===== src/rtl/mbox_pkg.sv =====
// Shared types and constants for the COSMAC mailbox SPI master.
package mbox_pkg;

    localparam int          MBOX_IDX_W       = 3;
    localparam int          MBOX_BYTES       = 8;
    localparam logic [15:0] MBOX_BASE_ADDR   = 16'hF000;
    localparam logic [15:0] MBOX_STATUS_ADDR = 16'hF008;

    typedef enum logic [2:0] {
        IDLE,
        WAIT_RDY,
        SETUP,
        SHIFT,
        HOLD,
        DONE
    } mbox_state_e;

endpackage


===== src/rtl/mbox_sync2.sv =====
// Two-flop synchroniser for a single asynchronous level input.
module mbox_sync2 (
    input  logic clk,
    input  logic resetn,
    input  logic d_i,
    output logic q_o
);

    logic [1:0] sync_q;

    always_ff @(posedge clk) begin
        if (!resetn) begin
            sync_q <= 2'b00;
        end else begin
            sync_q <= {sync_q[0], d_i};
        end
    end

    assign q_o = sync_q[1];

endmodule


===== src/rtl/mbox_spi_master.sv =====
// Mailbox-fed 64-bit full-duplex SPI mode-0 master.
// Define MBOX_LOOPBACK_EN to loop mosi back to the receiver and ignore ready.
module mbox_spi_master
    import mbox_pkg::*;
#(
    parameter int SCLK_DIV = 4,
    parameter int NBYTES   = MBOX_BYTES
) (
    input  logic                  clk,
    input  logic                  resetn,
    output logic                  sclk,
    output logic                  mosi,
    input  logic                  miso,
    input  logic                  ready,
    output logic                  cs,
    input  logic [MBOX_IDX_W-1:0] rindex,
    input  logic [MBOX_IDX_W-1:0] windex,
    output logic [7:0]            rdata,
    input  logic [7:0]            wdata,
    input  logic                  wstrb,
    output logic                  valid,
    output logic                  busy
);

    localparam int                NBITS    = NBYTES * 8;
    localparam int                HC_W     = $clog2(SCLK_DIV);
    localparam logic [HC_W-1:0]   HC_LAST  = HC_W'(SCLK_DIV - 1);
    localparam logic [6:0]        BIT_LAST = 7'(NBITS - 1);
    localparam logic [MBOX_IDX_W-1:0] LAST_IDX = MBOX_IDX_W'(NBYTES - 1);

    mbox_state_e      state_q, state_d;
    logic [7:0]       tx_buf_q [NBYTES];
    logic [7:0]       rx_buf_q [NBYTES];
    logic [NBITS-1:0] tx_frame;
    logic [NBITS-1:0] tx_sh_q, tx_sh_d;
    logic [NBITS-1:0] rx_sh_q, rx_sh_d;
    logic [HC_W-1:0]  hcnt_q, hcnt_d;
    logic [6:0]       bit_cnt_q, bit_cnt_d;
    logic             sclk_q, sclk_d;
    logic             pending_q, pending_d;
    logic             valid_q, valid_d;
    logic             rx_load;
    logic             wr_ok;
    logic             ready_s;
    logic             miso_src;

`ifdef MBOX_LOOPBACK_EN
    assign ready_s  = 1'b1;
    assign miso_src = tx_sh_q[NBITS-1];
`else
    mbox_sync2 u_ready_sync (
        .clk    (clk),
        .resetn (resetn),
        .d_i    (ready),
        .q_o    (ready_s)
    );
    assign miso_src = miso;
`endif

    assign wr_ok = wstrb && !pending_q;

    always_comb begin
        for (int i = 0; i < NBYTES; i++) begin
            tx_frame[NBITS-1-8*i -: 8] = tx_buf_q[i];
        end
    end

    always_comb begin
        // NOTE: every signal driven here gets a default first, so no path can infer a latch.
        state_d   = state_q;
        hcnt_d    = hcnt_q;
        bit_cnt_d = bit_cnt_q;
        sclk_d    = sclk_q;
        tx_sh_d   = tx_sh_q;
        rx_sh_d   = rx_sh_q;
        pending_d = pending_q;
        valid_d   = valid_q;
        rx_load   = 1'b0;
        cs        = 1'b1;

        if (wr_ok && windex == LAST_IDX) begin
            pending_d = 1'b1;
            valid_d   = 1'b0;
        end

        case (state_q)
            IDLE: begin
                if (pending_q) state_d = WAIT_RDY;
            end
            WAIT_RDY: begin
                if (ready_s) begin
                    state_d   = SETUP;
                    hcnt_d    = '0;
                    bit_cnt_d = '0;
                    sclk_d    = 1'b0;
                    tx_sh_d   = tx_frame;
                end
            end
            SETUP: begin
                cs     = 1'b0;
                hcnt_d = hcnt_q + 1'b1;
                if (hcnt_q == HC_LAST) begin
                    hcnt_d  = '0;
                    state_d = SHIFT;
                end
            end
            SHIFT: begin
                cs     = 1'b0;
                hcnt_d = hcnt_q + 1'b1;
                if (hcnt_q == HC_LAST) begin
                    hcnt_d = '0;
                    sclk_d = !sclk_q;
                    if (!sclk_q) begin
                        rx_sh_d = {rx_sh_q[NBITS-2:0], miso_src};
                    end else begin
                        // Falling edge: present the next bit; the counter parks at 64.
                        tx_sh_d   = {tx_sh_q[NBITS-2:0], 1'b0};
                        bit_cnt_d = bit_cnt_q + 1'b1;
                        if (bit_cnt_q == BIT_LAST) state_d = HOLD;
                    end
                end
            end
            HOLD: begin
                cs     = 1'b0;
                hcnt_d = hcnt_q + 1'b1;
                if (hcnt_q == HC_LAST) begin
                    hcnt_d  = '0;
                    state_d = DONE;
                end
            end
            DONE: begin
                rx_load   = 1'b1;
                pending_d = 1'b0;
                valid_d   = 1'b1;
                state_d   = IDLE;
            end
            default: state_d = IDLE;
        endcase
    end

    always_ff @(posedge clk) begin
        // NOTE: sequential state uses non-blocking assignments only, so every flop samples pre-edge values.
        if (!resetn) begin
            state_q   <= IDLE;
            hcnt_q    <= '0;
            bit_cnt_q <= '0;
            sclk_q    <= 1'b0;
            tx_sh_q   <= '0;
            rx_sh_q   <= '0;
            pending_q <= 1'b0;
            valid_q   <= 1'b0;
        end else begin
            state_q   <= state_d;
            hcnt_q    <= hcnt_d;
            bit_cnt_q <= bit_cnt_d;
            sclk_q    <= sclk_d;
            tx_sh_q   <= tx_sh_d;
            rx_sh_q   <= rx_sh_d;
            pending_q <= pending_d;
            valid_q   <= valid_d;
        end
    end

    // NOTE: both buffers are small register files and are cleared on reset so rdata is never X.
    always_ff @(posedge clk) begin
        if (!resetn) begin
            for (int i = 0; i < NBYTES; i++) tx_buf_q[i] <= 8'h00;
        end else if (wr_ok) begin
            tx_buf_q[windex] <= wdata;
        end
    end

    always_ff @(posedge clk) begin
        if (!resetn) begin
            for (int i = 0; i < NBYTES; i++) rx_buf_q[i] <= 8'h00;
        end else if (rx_load) begin
            for (int i = 0; i < NBYTES; i++) rx_buf_q[i] <= rx_sh_q[NBITS-1-8*i -: 8];
        end
    end

    assign sclk  = sclk_q;
    assign mosi  = tx_sh_q[NBITS-1];
    assign rdata = rx_buf_q[rindex];
    assign valid = valid_q;
    assign busy  = pending_q;

endmodule


===== config.mk =====
export PLATFORM = sky130hd
export DESIGN_NAME = mbox_spi_master
export DESIGN_NICKNAME = d
export VERILOG_FILES = /design/src/rtl/mbox_pkg.sv /design/src/rtl/mbox_sync2.sv /design/src/rtl/mbox_spi_master.sv
export SDC_FILE = /design/constraint.sdc
export NUM_CORES = 1
export LEC_CHECK = 0
export ABC_AREA = 1
export CAP_MARGIN = 15
export CORE_MARGIN = 8
export CORE_UTILIZATION = 55
export CTS_CLUSTER_DIAMETER = 100
export DETAILED_ROUTE_END_ITERATION = 6
export HOLD_SLACK_MARGIN = 0.02
export PLACE_DENSITY_LB_ADDON = 0.15
export REMOVE_ABC_BUFFERS = 1
export SETUP_SLACK_MARGIN = 0.5
export SYNTH_ARGS = -nofsm -noshare
export SYNTH_HDL_FRONTEND = slang
export SYNTH_HIERARCHICAL = 1
export SYNTH_SLANG_ARGS = --single-unit
export TNS_END_PERCENT = 20

===== constraint.sdc =====
create_clock -name clk -period 3.07 [get_ports clk]
set_input_delay 0.307 -clock clk [delete_from_list [all_inputs] [get_ports clk]]
set_output_delay 0.307 -clock clk [all_outputs]
set_load 0.02 [all_outputs]

* After elaboration in Yosys (flattened, before gate mapping) *
Memory sizes are Yosys's and may differ from the RTL's.
Index checks and enable logic that the tools add are counted.

word-level totals
  register bits = 145
  output and inout port bits = 13
  memories = 2
  RAM bits = 128
  bits of input ports = 19
  word-level logic and storage cells = 98

operators by class
  add/sub/neg operators = 2
  reduce and logical (&&, ||, !) cells = 16
  multiplexer cells = 44
  bitwise logic cells = 10
  equality and inequality tests = 15

memories
  name      words  bits a word  read ports  clocked after memory_dff  write ports  RTL line               source
  rx_buf_q  8      8            1           0                         8            mbox_spi_master.sv:33  logic [7:0] rx_buf_q [NBYTES];
  tx_buf_q  8      8            8           0                         8            mbox_spi_master.sv:32  logic [7:0] tx_buf_q [NBYTES];

operators with widths
  kind                   number
  $mux W64               3
  $pmux W64 S2           1
  $mux W8                9
  $mux W3                8
  $mux W7                3
  $pmux W3 S5            1
  $mux W1                14
  $pmux W7 S2            1
  $ne A2 B2 Y1 const B   6
  $eq A3 B3 Y1 const B   3
  $or A1 B1 Y1           8
  $reduce_or A8 Y1       1
  $add A7 B1 Y7 const B  1
  $eq A7 B6 Y1 const B   1
  $reduce_and A7 Y1      1
  $eq A3 B2 Y1 const B   2
  $reduce_and A3 Y1      2
  $reduce_bool A2 Y1     3
  $mux W2                2
  $pmux W2 S2            1
  $reduce_and A4 Y1      1
  $eq A3 B1 Y1 const B   1
  $logic_not A3 Y1       1
  $reduce_or A3 Y1       1
  other kinds (9)        12

* Depth between registers and ports, before layout *
Gate-level depths: netlist of the first run.

  depth after elaboration = 7
  depth in mapped cells = 10
  mapped depth without buffers = 9

* By module *
The synthesis of the first run kept the hierarchy.

by module, submodules not included
  module           times used  area each (sq um)  seq. area each (sq um)  cells an instance
  mbox_spi_master  1           11,100.6           6,706.4                 1,302
  mbox_sync2       1           55.1               40.0                    6

* Least setup slack after synthesis of the first run *
Ideal clock, no wire load.

  path type = register to register
  from = register state_q[0]
  to = memory rx_buf_q[0][0], enable pin
  path slack = 1.124 ns
  setup time = 0.395 ns
  clock period less this slack = 1.946 ns
  data required time = 2.675 ns
  cell stages (with the launch flop) = 4
  buffers on the path = 0
  arrival time = 1.552 ns
  cells stage by stage = dfxtp_1 -> inv_1 -> nor3_1 -> or2_2

RTL lines
  what                    RTL line                source
  from (decl)             mbox_spi_master.sv:31   mbox_state_e state_q, state_d;
  from (signal assigned)  mbox_spi_master.sv:153  state_q <= state_d;
  to (decl)               mbox_spi_master.sv:33

* Final worst setup path of the first run *
  from = input port rindex[0]
  to = output port rdata[2]

on the way
  cells in the longest elaborated chain, start to end = 1

ends and longest elaborated chain
  what           RTL line               source
  from (decl)    mbox_spi_master.sv:16  input logic [MBOX_IDX_W-1:0] rindex,
  $mem_v2 Z8 W8  n/a
  to (decl)      mbox_spi_master.sv:18  output logic [7:0] rdata,

Every way passes these cells.

==> reports/results.ini, run 1 <==
[global_route]
grt_pass1_wl_um = 37100
antenna_found_initial = 0
grt_max_degree = 121
grt.total_usage_pct = 18.2
grt_overflow = 0
grt_pass1_vias = 7417

[critical_path]
r2r-end = tx_buf_q[3][1]
timing.critical_path.from = rindex[0]
end_kind = output port
worstSetupPathType = input port to output port
required_ns = 2.76
crit_end = rdata[2]
cp_max_fo = 33
rr_worst_depth = 5
worstSetupStartpointType = input port
r2r_start = busy
reg2reg_slack_ns = 0.94
cp.arrival_ns = 2.20

[floorplanning]
row_count = 52
die_area_um2 = 25100
core_area_um2 = 20100
fp.dieH_um = 158
initial_core_util_pct = 55.5
io_pins = 32
die_x_um = 158

[sta]
period_share_pct = 81.6
setup_viol = 0
min_period_ns = 2.50
fmax_mhz = 399
worst_slack_ns = 0.565
finalHoldViolations = 0
timing_worst_slew_pin_value_ns = 0.741
drv_slew = 0
slew_headroom_pct = 50.6
skew_ns = 0.0102
rsz0062_at_grt = yes

[synthesis]
synth.largest_area_cell = edfxtp_1
synth_top_area_share_pct = 34.5
synth_edf_count = 128
ys_seq_area_share_pct = 60.5
synth_area_per_cell_um2 = 8.53
synthCells = 1308
async_reset_ff_share_pct = 0
ys_warn_count = 6
synth.distinct_cells = 26
syn-cell-area_um2 = 11200
synthTopCellsByArea = edfxtp_1 34%, dfxtp_1 26%, nand2_1 10%, nor2_1 9.6%, o21ai_0 5.2%
ys.flop_type = dfxtp_1
ys_seq_elements = 273

[final_layout]
syn2layout_area_growth_pct = 12.2
final_layout_size_suffix_gt1_share_pct = 4.50
final_net_count = 1333
n_antenna_cell = 0
fillers = 1709

[clock_network]
ctsLongestPathBuffers = 3
clock_latency_ns = 0.52
cts_tree = built
cts_buffers = 27
ctsHoldBuffers = 0
cts_root_buf = clkbuf_16
htreeDepth = 1
cts_sinks = 273
clk_pin_slew_ns = 0.06

[place]
portBuffers = 31
pre_cts_ws_ns = 0.321
hpwl_um = 13600
gp_congestion = 0.862

[routing]
ant_nets = 0
wirelength_um = 22700
first_pass_iters = 5
first_iter_violations = 610
drc = 0
viasPerCell = 5.08
wl_per_cell_um = 14.2
via_count = 8138

[pwr]
power_mw = 9.02
p_per_area_nw_per_um2 = 721
ir_worst_vdd_mv = 0.522
p_leak_nw = 5.29

[run_status]
outcome = finished, final reports clean

[run]
maxCapViolations = 0

[hold_path]
hold_path.class = input port to flip-flop

flip-flops by register name (all words and copies together), names as in the netlist:
register             cells
bit_cnt_q                7
busy                     1
hcnt_q                   2
rx_buf_q                64
rx_sh_q                 64
sclk                     1
state_q                  3
tx_buf_q                64
tx_sh_q                 64
u_ready_sync/sync_q      2
valid                    1
area by class of cell:
type	instances	area (um^2)	share of cell area, %
Inverter	103	390	3.12
Clock inverter	4	17.5	0.140
Sequential cell	273	6750	53.9
Clock buffer	45	783	6.26
Tap cell	270	338	2.70
Multi-Input combinational cell	859	3720	29.8
Timing Repair Buffer	48	513	4.10
where the power goes:
group / internal [mW] / switching (mW)
Combinational: 0.512 / 1.06
Clock: 1.72 / 1.29
Sequential: 4.23 / 0.203
logic make-up (layout without fill, tap and decap cells):
| group | after synthesis | after routing | share of synthesized area (%) |
|---|---|---|---|
| AND/OR/NAND/NOR | 618 | 618 | 21.3 |
| flip-flops | 273 | 273 | 60.5 |
| AO/OA/AOI/OAI | 223 | 223 | 10.3 |
| buffers and inverters | 176 | 200 | 6.29 |
| multiplexers | 16 | 16 | 1.44 |
| adder cells (fa/ha/maj) | 2 | 2 | 0.224 |
layout by cell type (no fill, tap or decap), drive strengths merged:
cell           instances
a21oi                 73
buf                   18
clkbuf                45
clkdlybuf4s15          1
clkdlybuf4s50         28
clkinv                 4
clkinvlp               1
dfxtp                145
dlymetal6s2s           1
edfxtp               128
ha                     2
inv                  102
mux2i                 16
nand2                303
nand3                 19
nand3b                 1
nand4                  2
nor2                 286
nor3                   5
o211ai                 1
o21ai                133
o22ai                 16
or2                    2
what timing repair did:
action	in CTS	in global routing
resized for setup	2	2
buffers inserted	2	0
endpoints found under the setup margin	8	8
synthesized netlist by cell type (2+ instances only):
master and instances:
inv_2 2, nor2_1 284, o21ai_0 117, mux2i_1 16
nand3_1 18, inv_1 101, o21ai_1 16, buf_1 9
a21oi_1 73, dfxtp_1 145, nand4_1 2, nor3_1 5
edfxtp_1 128, o22ai_1 16, ha_1 2, nand2_1 303
clkbuf_1 33, buf_2 30
worst min path at each step:
stage                      startpoint                     end  slack (ns)  cells past startpoint
6_report                       resetn  u_ready_sync/sync_q[1]        0.19                      3
5_1_grt                        resetn  u_ready_sync/sync_q[0]        0.22                      3
4_1_cts                        resetn  u_ready_sync/sync_q[1]        0.18                      3
3_5_place_dp   u_ready_sync/sync_q[0]  u_ready_sync/sync_q[1]        0.41                      2
3_3_place_gp   u_ready_sync/sync_q[0]  u_ready_sync/sync_q[1]        0.40                      2
2_1_floorplan  u_ready_sync/sync_q[0]  u_ready_sync/sync_q[1]        0.39                      2
layer usage:
metal	track usage [%]	wire (um)	share of wire [%]	vias up
met5	0	0	0	-
met3	2.52	921	4.1	60
met4	6.38	747	3.3	0
li1	-	-	-	4228
met2	29.8	10600	46	176
met1	24.5	10500	46	3674
worst max-delay path, stage by stage:
cell,delay [ns]
clkdlybuf4s50_1,0.50
buf_12,0.21
clkinvlp_4,0.12
buf_4,0.17
nor2_1,0.09
o22ai_1,0.09
nand2_1,0.10
nand2_1,0.05
clkdlybuf4s50_1,0.54
stage by stage:
step / instance area (um^2) / setup TNS (ns) / util (%) / hold WS [ns] / std cells
6_report: 12500 / 0 / 62.2 / 0.193 / 1602
2_1_floorplan: 10800 / -43.89 / - / 0.390 / 1235
3_3_place_gp: 11700 / 0 / 58.1 / 0.400 / 1551
5_1_grt: 12500 / 0 / 62.2 / 0.217 / 1602
3_5_place_dp: 11700 / 0 / 58.1 / 0.406 / 1551
4_1_cts: 12500 / 0 / 62.2 / 0.179 / 1602
(Power assumes the default switching activity.)
==> run 2: changes to the inputs <==
==> constraint.sdc (replaced) <==
create_clock -name clk -period 2.23 [get_ports clk]
set_input_delay 0.223 -clock clk [delete_from_list [all_inputs] [get_ports clk]]
set_output_delay 0.223 -clock clk [all_outputs]
set_load 0.02 [all_outputs]
==> run 2 against run 1 <==
- utilization up 2.8 points
- count of clock-buffer cells in the layout is 12 lower
- hold slack improved by 0.0067 ns
- final cell count grew 2.1%
==> reports/results.ini, run 2 (synthesis gave the netlist of run 1 again) <==
[run_status]
outcome = finished, final reports clean

[pwr]
p_per_area_nw_per_um2 = 1050
p_leak_nw = 5.62
ir_worst_vdd_mv = 0.635

[clock_network]
ctsHoldBuffers = 0
cts_buffers = 28
cts_root_buf = clkbuf_16
cts_tree = built
htreeDepth = 1
cts_sinks = 273
clock_latency_ns = 0.53
ctsLongestPathBuffers = 3
clk_pin_slew_ns = 0.06

[sta]
fmax_mhz = 560
rsz0062_at_grt = yes
min_period_ns = 1.79
setup_viol = 0
timing_worst_slew_pin_value_ns = 0.633
finalHoldViolations = 0
slew_headroom_pct = 57.7
finalSetupTns_ns = 0
drv_slew = 0
period_share_pct = 80.1
skew_ns = 0.00513

[final_layout]
fin_util_pct = 65.0
n_antenna_cell = 0
layout_commonest_cell = nand2_1
final_layout_size_suffix_gt1_share_pct = 8.78
final_net_count = 1365
syn2layout_area_growth_pct = 17.2
mostFrequentLayoutCells = 302 x nand2_1, 280 x nor2_1, 143 x dfxtp_1, 128 x edfxtp_1, 106 x o21ai_0

[global_route]
grt_pass1_vias = 7897
grt.total_usage_pct = 19.6
grt_max_degree = 97
grt_pass1_wl_um = 39400
antenna_found_initial = 0
grt_overflow = 0

[critical_path]
worst-path-buf-inv = 1
cp.arrival_ns = 1.56
worstSetupStartpointType = flip-flop
end_kind = output port
cp_max_fo = 2
required_ns = 2.01
slowest_delay_ns = 0.64
crit_chain = clkdlybuf4s50_1
worstSetupPathType = flip-flop to output port
cp_top_family = buffers and inverters
crit_slowest_cell = clkdlybuf4s50_1

[place]
gp_congestion = 0.808
portBuffers = 31
hpwl_um = 14100

[floorplanning]
row_count = 52
die_area_um2 = 25100
die_x_um = 158
io_pins = 32
core_area_um2 = 20100
fp.dieH_um = 158
initial_core_util_pct = 55.5

[routing]
wirelength_um = 24600
drc = 0
first_iter_violations = 615
ant_nets = 0
wl_per_cell_um = 15.0
via_count = 8563
first_pass_iters = 5
viasPerCell = 5.23

[run]
maxCapViolations = 0

[hold_path]
hold_path.class = input port to flip-flop

==> run 2: cell count changes in the layout (fill, tap and decap cells not counted), sizes merged <==
cell,delta
clkinv,+9
dlygate4sd2,+3
o211ai,+1
inv,+1
bufbuf,+1
clkbuf,-9
buf,+34
clkdlybuf4s50,-11
bufinv,+5
==> run 2: metrics by stage <==
stage / instance area [um^2] / total power, mW / cells / setup slack (ns) / hold slack (ns)
4_1_cts: 13000 / 13.6 / 1633 / 0.369 / 0.172
3_3_place_gp: 11900 / 8.34 / 1572 / -0.0670 / 0.393
2_1_floorplan: 10800 / 7.59 / 1235 / -1.51 / 0.316
6_report: 13100 / 13.7 / 1636 / 0.444 / 0.200
3_5_place_dp: 11900 / 8.39 / 1572 / -0.0877 / 0.401
5_1_grt: 13100 / 14.3 / 1636 / 0.372 / 0.210
==> run 2: final cells by class <==
cell class,instances,area [um^2]
fillers,1677,7030
flip-flops and latches,273,6750
multi-input cells,860,3770
repair buffers,78,837
clock buffers,33,771
inverters,103,387
well taps,270,338
clock inverters,19,216
==> run 2: worst paths after layout <==
| path | slack (ns) | start | endpoint | cells past startpoint |
|---|---|---|---|---|
| worst min-delay path | 0.20 | resetn | rx_sh_q[8] | 4 |
| worst min register to register | 0.41 | u_ready_sync/sync_q[0] | u_ready_sync/sync_q[1] | 2 |
| worst max register to register | 0.50 | busy | tx_buf_q[4][7] | 7 |
| worst max-delay path | 0.44 | valid | valid | 1 |
==> run 2: report_power, final <==
group | switching (mW) | internal (mW)
registers | 0.306 | 5.83
clock network | 1.88 | 3.03
logic | 1.68 | 0.970
total | 3.87 | 9.83
==> run 2: repair_timing <==
action | 4_1_cts | 5_1_grt
setup buffers | 5 | 1
setup endpoints to repair | 133 | 235
pin swaps | 8 | 2
resized for setup | 58 | 11
cloned | 4 | 2
==> run 2: per-layer routing <==
layer  vias up  routed length, um  track usage [%]
met5         -                  0                0
met4         0                697             6.38
met3        54               1390             3.26
met2       226              12100             33.4
met1      3985              10500             25.0
li1       4298                  -                -
==> run 3: changes to the inputs <==
==> constraint.sdc (replaced) <==
create_clock -name clk -period 1.55 [get_ports clk]
set_input_delay 0.155 -clock clk [delete_from_list [all_inputs] [get_ports clk]]
set_output_delay 0.155 -clock clk [all_outputs]
set_load 0.02 [all_outputs]
==> run 3 against run 2 <==
- the run now ends with negative setup slack left
- routed wire length rose by 46%
- global-route usage increased by 5.7 points
- sequential share of layout area is 10 points lower
- hold slack improved by 0.0055 ns
- cell area is 24% higher
- clock power rose by 43%
==> reports/results.ini, run 3 (synthesis gave the netlist of run 1 again) <==
[critical_path]
crit_chain = ha_4 -> inv_4 -> a21oi_4 -> nand2_2 -> nor2_4 -> buf_12 -> buf_12 -> buf_16 -> o21ai_2 -> nor2_2
r2r-end = tx_sh_q[46]
crit_slowest_cell = dfxtp_2
reg2reg_slack_ns = -0.26
slowest_delay_ns = 0.36
worstSetupPathType = flip-flop to flip-flop
cpMostUsedCell = buf_12
cp_max_fo = 6
worstSetupStartpointType = flip-flop
end_kind = flip-flop
cp_top_family = simple AND/OR/NAND/NOR gates
required_ns = 2.01
r2r_start = hcnt_q[0]
worst-path-buf-inv = 4
rr_worst_depth = 10
cp.arrival_ns = 2.28

[global_route]
grt_pass1_vias = 9639
grt_max_degree = 67
grt_pass1_wl_um = 50000
grt.total_usage_pct = 25.3
antenna_found_initial = 0
grt_overflow = 0

[final_layout]
final_cells = 1728
mostFrequentLayoutCells = 259 x nand2_1, 136 x dfxtp_1, 134 x nor2_1, 128 x edfxtp_1, 108 x nor2_4
n_antenna_cell = 0
final_layout_size_suffix_gt1_share_pct = 34.7
seq_area_um2 = 6770
layout_commonest_cell = nand2_1
fillers = 1059
final_area_um2 = 16300
final_net_count = 1457
syn2layout_area_growth_pct = 45.7
multi_input_area_um2 = 5350

[floorplanning]
row_count = 52
initial_core_util_pct = 55.5
die_x_um = 158
core_area_um2 = 20100
fp.dieH_um = 158
io_pins = 32
die_area_um2 = 25100

[clock_network]
cts_root_buf = clkbuf_16
cts_buffers = 28
cts_tree = built
ctsHoldBuffers = 0
clk_pin_slew_ns = 0.07
clock_latency_ns = 0.55
htreeDepth = 1
ctsLongestPathBuffers = 3
cts_sinks = 273

[routing]
ant_nets = 0
first_iter_violations = 975
first_pass_iters = 7
via_count = 9958
viasPerCell = 5.76
wl_per_cell_um = 20.7
drc = 0
wirelength_um = 35800

[place]
hpwl_um = 14700
gp_congestion = 0.866
placed_cells = 1610
portBuffers = 31
place_area_um2 = 12300

[sta]
holdWs_ns = 0.206
rsz0062_at_grt = yes
setup_viol = 161
timing_worst_slew_pin_value_ns = 0.634
drv_slew = 0
period_share_pct = 117
finalHoldViolations = 0
fmax_mhz = 552
skew_ns = 0.0226
slew_headroom_pct = 57.7
min_period_ns = 1.81
worst_slack_ns = -0.261

[run_status]
outcome = finished with violations
failed_checks = negative setup slack

[hold_path]
hold_path.class = input port to flip-flop
holdPathStages = 4
holdPathEnd = sclk
hp-start = resetn

[pwr]
p_per_area_nw_per_um2 = 1480
p_leak_nw = 6.59
ir_worst_vdd_mv = 1.11

[run]
maxCapViolations = 0

## run 3: cell count changes in the layout (fill, tap and decap cells not counted), sizes merged
cell	previous run	this run
clkbuf	36	43
buf	52	147
dlygate4sd2	3	1
dlymetal6s2s	1	0
o211ai	2	1
clkdlybuf4s15	1	0
clkinv	13	12
bufinv	5	4
clkinvlp	1	0
inv	103	102
clkdlybuf4s50	17	16
## run 3: what timing repair did
item                       4_1_cts  5_1_grt
cloned                          21        7
buffers inserted                30        8
resized for setup              495      197
setup endpoints to repair      396      396
pin swaps                      139       99
## run 3: stage by stage
| stage | power, mW | utilization (%) | worst slack, ns | TNS (ns) |
|---|---|---|---|---|
| after global placement | 12.3 | 61.0 | -0.618 | -34.94 |
| after floorplan | 10.9 | - | -2.19 | -285.15 |
| after CTS | 22.1 | 76.4 | -0.116 | -3.12 |
| final | 24.0 | 80.8 | -0.261 | -13.12 |
| after detailed placement | 12.4 | 61.0 | -0.631 | -37.61 |
| after global routing | 24.7 | 80.8 | -0.289 | -19.04 |
## run 3: layout make-up
cell class / count / area share (%)
Sequential cell: 273 / 41.7
Multi-Input combinational cell: 859 / 32.9
Timing Repair Buffer: 171 / 15.0
Clock buffer: 37 / 4.83
Inverter: 103 / 2.54
Tap cell: 270 / 2.08
Clock inverter: 15 / 1.03
## run 3: report_power, final
part	switching (mW)	internal (mW)
Clock	2.81	4.21
Combinational	4.28	3.72
Sequential	0.553	8.41
Total	7.64	16.3
## run 3: worst reg2reg max path: cells and delay by family, from the launching register on
family	cells	cell delay, ns
AO/OA/AOI/OAI	2	0.24
adder cells (fa/ha/maj)	1	0.15
buffers and inverters	4	0.48
flip-flops	1	0.36
AND/OR/NAND/NOR	3	0.49
## run 3: worst max path at each step
| stage | cells after the start | slack, ns | end | start |
|---|---|---|---|---|
| after floorplan | 5 | -2.19 | rx_sh_q[16] | state_q[1] |
| after global placement | 7 | -0.62 | rdata[7] | rindex[0] |
| after detailed placement | 7 | -0.63 | rdata[1] | rindex[0] |
| after CTS | 5 | -0.12 | rdata[1] | rx_buf_q[6][1] |
| after global routing | 10 | -0.29 | tx_sh_q[46] | hcnt_q[0] |
| final | 10 | -0.26 | tx_sh_q[46] | hcnt_q[0] |
## run 3: layer usage
metal	wire length, um	global-route usage [%]	up-vias
li1	-	-	4500
met1	13300	29.5	4874
met2	18700	45.9	444
met3	2000	3.50	140
met4	1760	10.6	0
met5	0	0	-
